File: src/rtl/riscv_instr_byte_writer.sv
// RV32I R/I/S field packer that streams each 32-bit word little-endian, one byte
// per beat, into byte-wide instruction memory at an auto-incrementing address.
module riscv_instr_byte_writer #(
  parameter int          ADDR_WIDTH = 16,
  parameter int unsigned BASE_ADDR  = 0
) (
  input  logic                  clk,
  input  logic                  rst,
  input  logic                  restart,
  input  logic                  in_valid,
  output logic                  in_ready,
  input  logic [1:0]            in_format,
  input  logic [6:0]            in_opcode,
  input  logic [4:0]            in_rd,
  input  logic [2:0]            in_funct3,
  input  logic [4:0]            in_rs1,
  input  logic [4:0]            in_rs2,
  input  logic [6:0]            in_funct7,
  input  logic [11:0]           in_imm,
  output logic                  mem_we,
  output logic [ADDR_WIDTH-1:0] mem_addr,
  output logic [7:0]            mem_wdata,
  input  logic                  mem_ready,
  output logic                  busy,
  output logic [15:0]           instr_count,
  output logic                  err_format
);

  localparam logic [ADDR_WIDTH-1:0] BASE = ADDR_WIDTH'(BASE_ADDR);

  typedef enum logic {IDLE, WRITE} state_t;

  state_t                state;
  logic [ADDR_WIDTH-1:0] wptr;
  logic [1:0]            byte_idx;
  logic [31:0]           word;
  logic [31:0]           packed_word;
  logic                  xfer;

  assign in_ready = (state == IDLE) & ~rst & ~restart;
  assign xfer     = in_valid & in_ready;

  always_comb begin
    packed_word = '0;
    case (in_format)
      2'd0:    packed_word = {in_funct7, in_rs2, in_rs1, in_funct3, in_rd, in_opcode};
      2'd1:    packed_word = {in_imm, in_rs1, in_funct3, in_rd, in_opcode};
      default: packed_word = {in_imm[11:5], in_rs2, in_rs1, in_funct3, in_imm[4:0], in_opcode};
    endcase
  end

  // Memory side depends on registered state only, so it is glitch-free w.r.t. in_*.
  assign mem_we    = (state == WRITE);
  assign mem_addr  = wptr + ADDR_WIDTH'(byte_idx);
  assign mem_wdata = word[{byte_idx, 3'b000} +: 8];
  assign busy      = (state != IDLE);

  always_ff @(posedge clk or posedge rst) begin
    if (rst) begin
      state       <= IDLE;
      wptr        <= BASE;
      byte_idx    <= 2'd0;
      word        <= '0;
      instr_count <= '0;
      err_format  <= 1'b0;
    end else begin
      err_format <= xfer & (in_format == 2'd3);
      if (restart) begin
        // Abandons the instruction even on its final beat: no count, pointer rewinds.
        state    <= IDLE;
        byte_idx <= 2'd0;
        wptr     <= BASE;
      end else begin
        case (state)
          IDLE: begin
            if (xfer && in_format != 2'd3) begin
              word     <= packed_word;
              byte_idx <= 2'd0;
              state    <= WRITE;
            end
          end
          WRITE: begin
            if (mem_ready) begin
              byte_idx <= byte_idx + 2'd1;
              if (byte_idx == 2'd3) begin
                wptr        <= wptr + ADDR_WIDTH'(4);
                instr_count <= instr_count + 16'd1;
                state       <= IDLE;
              end
            end
          end
          default: state <= IDLE;
        endcase
      end
    end
  end

endmodule

File: config.mk
export PLATFORM = sky130hd
export DESIGN_NAME = riscv_instr_byte_writer
export DESIGN_NICKNAME = d
export VERILOG_FILES = /design/src/rtl/riscv_instr_byte_writer.sv
export SDC_FILE = /design/constraint.sdc
export NUM_CORES = 1
export LEC_CHECK = 0
export CORE_UTILIZATION = 47
export CTS_CLUSTER_DIAMETER = 100
export DETAILED_ROUTE_END_ITERATION = 10
export GPL_ROUTABILITY_DRIVEN = 0
export HOLD_SLACK_MARGIN = 0.08
export PLACE_DENSITY = 0.91
export SLEW_MARGIN = 20
export SYNTH_ARGS = -nofsm -noshare
export SYNTH_HDL_FRONTEND = slang
export SYNTH_SLANG_ARGS = --single-unit
File: constraint.sdc
create_clock -name clk -period 2.3 [get_ports clk]
set_clock_uncertainty 0.05 [all_clocks]
set_input_delay 0.345 -clock clk [delete_from_list [all_inputs] [get_ports clk]]
set_output_delay 0.345 -clock clk [all_outputs]
set_load 0.02 [all_outputs]
==> impl_metrics.json <==
{
  "io_pins": 95,
  "critPathCaptureType": "output port",
  "syn_inst": 287,
  "critPathLaunchType": "register",
  "cts-buffers-inserted": 9,
  "drtAntennaViolNets": 0,
  "drcViolationCount": 4,
  "rsz0062_at_grt": "no",
  "critical_path_class": "register to output port",
  "cp_max_fo": 10,
  "grt_first_pass_wirelength_um": 12200,
  "peakVddDrop_v": 0.000426,
  "hold_path_class": "register to register",
  "violations": "design-rule violations",
  "ys.flop_type": "dfrtp_1",
  "p_seq_share_pct": 50.2,
  "p_total_mw": 2.69,
  "required_ns": 1.90,
  "h-tree-depth": 3,
  "clock_power_share_pct": 33.0,
  "maxCapViolCount": 0,
  "worst_skew_pair.late_latency_ns": 0.34,
  "ys_ff_latch": 66,
  "placed_area_um2": 4240,
  "final_common_cell": "clkdlybuf4s50_1",
  "hold_viol": 0,
  "viasPerCell": 5.38,
  "setup_viol": 0,
  "pwr_density_cell_nw_per_um2": 609,
  "drt_pass1_iterations": 7,
  "grt-ovfl-total": 0,
  "tritoncts": "yes",
  "die_h_um": 84.1,
  "worstReg2RegStart": "byte_idx[1]",
  "seq_area_frac_synth_pct": 52.2,
  "clockBufferDepth": 2,
  "die_area_um2": 7070,
  "max_slew_margin_pct": 70.3,
  "hold_buffers": 0,
  "worstHoldStart": "word[11]",
  "worst_pin_slew_ns": 0.446,
  "start_util_pct": 49.3,
  "drt_wl_total_um": 7160,
  "fin_crit_sh_pct": 94.4,
  "track_usage_pct": 22.7,
  "drt-initial-drc-count": 87,
  "cp.arrival_ns": 1.78,
  "netlist-cell-type-count": 34,
  "clk_pin_slew_ns": 0.07,
  "post-dp-hpwl_um": 5430,
  "grt_pass1_vias": 2583,
  "antenna_found_initial": 0,
  "syn_to_final_growth_pct": 39.6,
  "vias": 2491,
  "wire_per_inst_um": 15.5,
  "final_cell_mix": "clkdlybuf4s50_1 (86), dfrtp_1 (65), nand2_1 (32), buf_4 (19)",
  "cts.sinks": 66,
  "grt_max_degree": 37,
  "switching_share_pct": 25.5,
  "drv_slew": 0,
  "p_switching_mw": 0.687,
  "period_needed_ns": 2.17,
  "final_area_um2": 4420,
  "finalNetCount": 437,
  "drive_gt1_share_pct": 17.4,
  "num_rows": 29,
  "comb_power_share_pct": 16.7,
  "critPathLaunch": "busy",
  "status": "finished, violations left",
  "ctsRootBufferMaster": "clkbuf_8",
  "p_int_mw": 2.01,
  "yosys_warnings": 0,
  "core_area_um2": 6420,
  "fin_tns_setup_ns": 0,
  "syn_nets": 341,
  "avgSynthCellArea_um2": 11.0,
  "synth-edff-count": 0,
  "async_reset_ff_share_pct": 100,
  "synth_area_um2": 3170,
  "fmax_mhz": 461,
  "power.leakage_nw": 1.91,
  "diodes": 0,
  "die-width_um": 84.1,
  "port_buffers": 94
}
[power groups by stage]
stage | sequential, mW | clock [mW] | combinational [mW]
CTS | 1.35 | 0.908 | 0.455
detailed placement | 1.37 | 0 | 0.477
finish | 1.35 | 0.889 | 0.450
floorplan | 1.35 | 0 | 0.262
global placement | 1.36 | 0 | 0.461
global route | 1.37 | 0.952 | 0.489
[layer usage]
layer  wire (µm)  global-route usage [%]
met4         232                    11.9
met5           0                       0
met2        3670                    37.7
met3         327                    5.84
met1        2930                    27.1
[area by class of cell]
class	count	area, µm²
fillers	479	2000
flip-flops and latches	66	1650
multi-input cells	186	1380
repair buffers	114	1090
clock buffers	12	165
well taps	77	96.3
inverters	6	22.5
clock inverters	2	12.5
[cells in the mapped netlist, drive strengths merged, types with 3 or more instances]
cell type / count / area, µm²
nand4: 6 / 37.5
clkbuf: 24 / 91.3
ha: 3 / 37.5
nor3: 5 / 25.0
a21oi: 6 / 30.0
nand3: 13 / 75.1
buf: 4 / 23.8
inv: 6 / 22.5
nor2: 16 / 60.1
and3: 3 / 18.8
xor2: 8 / 70.1
nand2: 32 / 120
xnor2: 17 / 149
mux4: 8 / 180
nor4: 6 / 37.5
o21ai: 17 / 85.1
dfrtp: 66 / 1650
mux2: 16 / 180
mux2i: 17 / 170
[final timing paths]
kind	end	slack (ns)	depth (start not counted)
worst max-delay path	in_ready	0.13	2
worst min-delay path	word[11]	0.43	2
worst max register to register	wptr[15]	0.30	6
worst min register to register	word[11]	0.43	2
max in group asynchronous	wptr[10]	1.42	3
min in group asynchronous	instr_count[0]	0.44	3
[through the flow]
stage	util (%)	std cells	setup slack, ns	hold WS [ns]
after CTS	68.8	463	0.134	0.434
after floorplan	-	287	0.250	0.395
after global placement	66.0	447	0.158	0.409
final	68.8	463	0.129	0.434
after global routing	68.8	463	0.0709	0.456
after detailed placement	66.0	447	0.159	0.420
[registers in the layout, summed over array words and instances, names as in the netlist]
signal / count
word: 32
instr_count: 16
wptr: 14
byte_idx: 2
busy: 1
err_format: 1
[worst max-delay path, stage by stage, from the launching register on]
cell	delay, ns
dfrtp_1	0.51
nor3_2	0.24
clkdlybuf4s50_1	0.68
[repair_timing]
item | CTS | global route
resized for setup | 9 | 0
buffers inserted | 2 | 0
endpoints found under the setup margin | 8 | 0
hold endpoints to repair | 0 | 0
[cell families after synthesis]
| group | after synthesis | synth area share, % |
|---|---|---|
| muxes | 41 | 16.8 |
| buffers and inverters | 35 | 4.62 |
| AOI/OAI and AO/OA | 27 | 4.54 |
| DFF | 66 | 52.2 |
| xor gates and xnor gates | 25 | 6.91 |
| and+or+nand+nor | 90 | 13.8 |
| adders and majority gates | 3 | 1.19 |
Note: power is estimated with default switching activity, not from simulation.
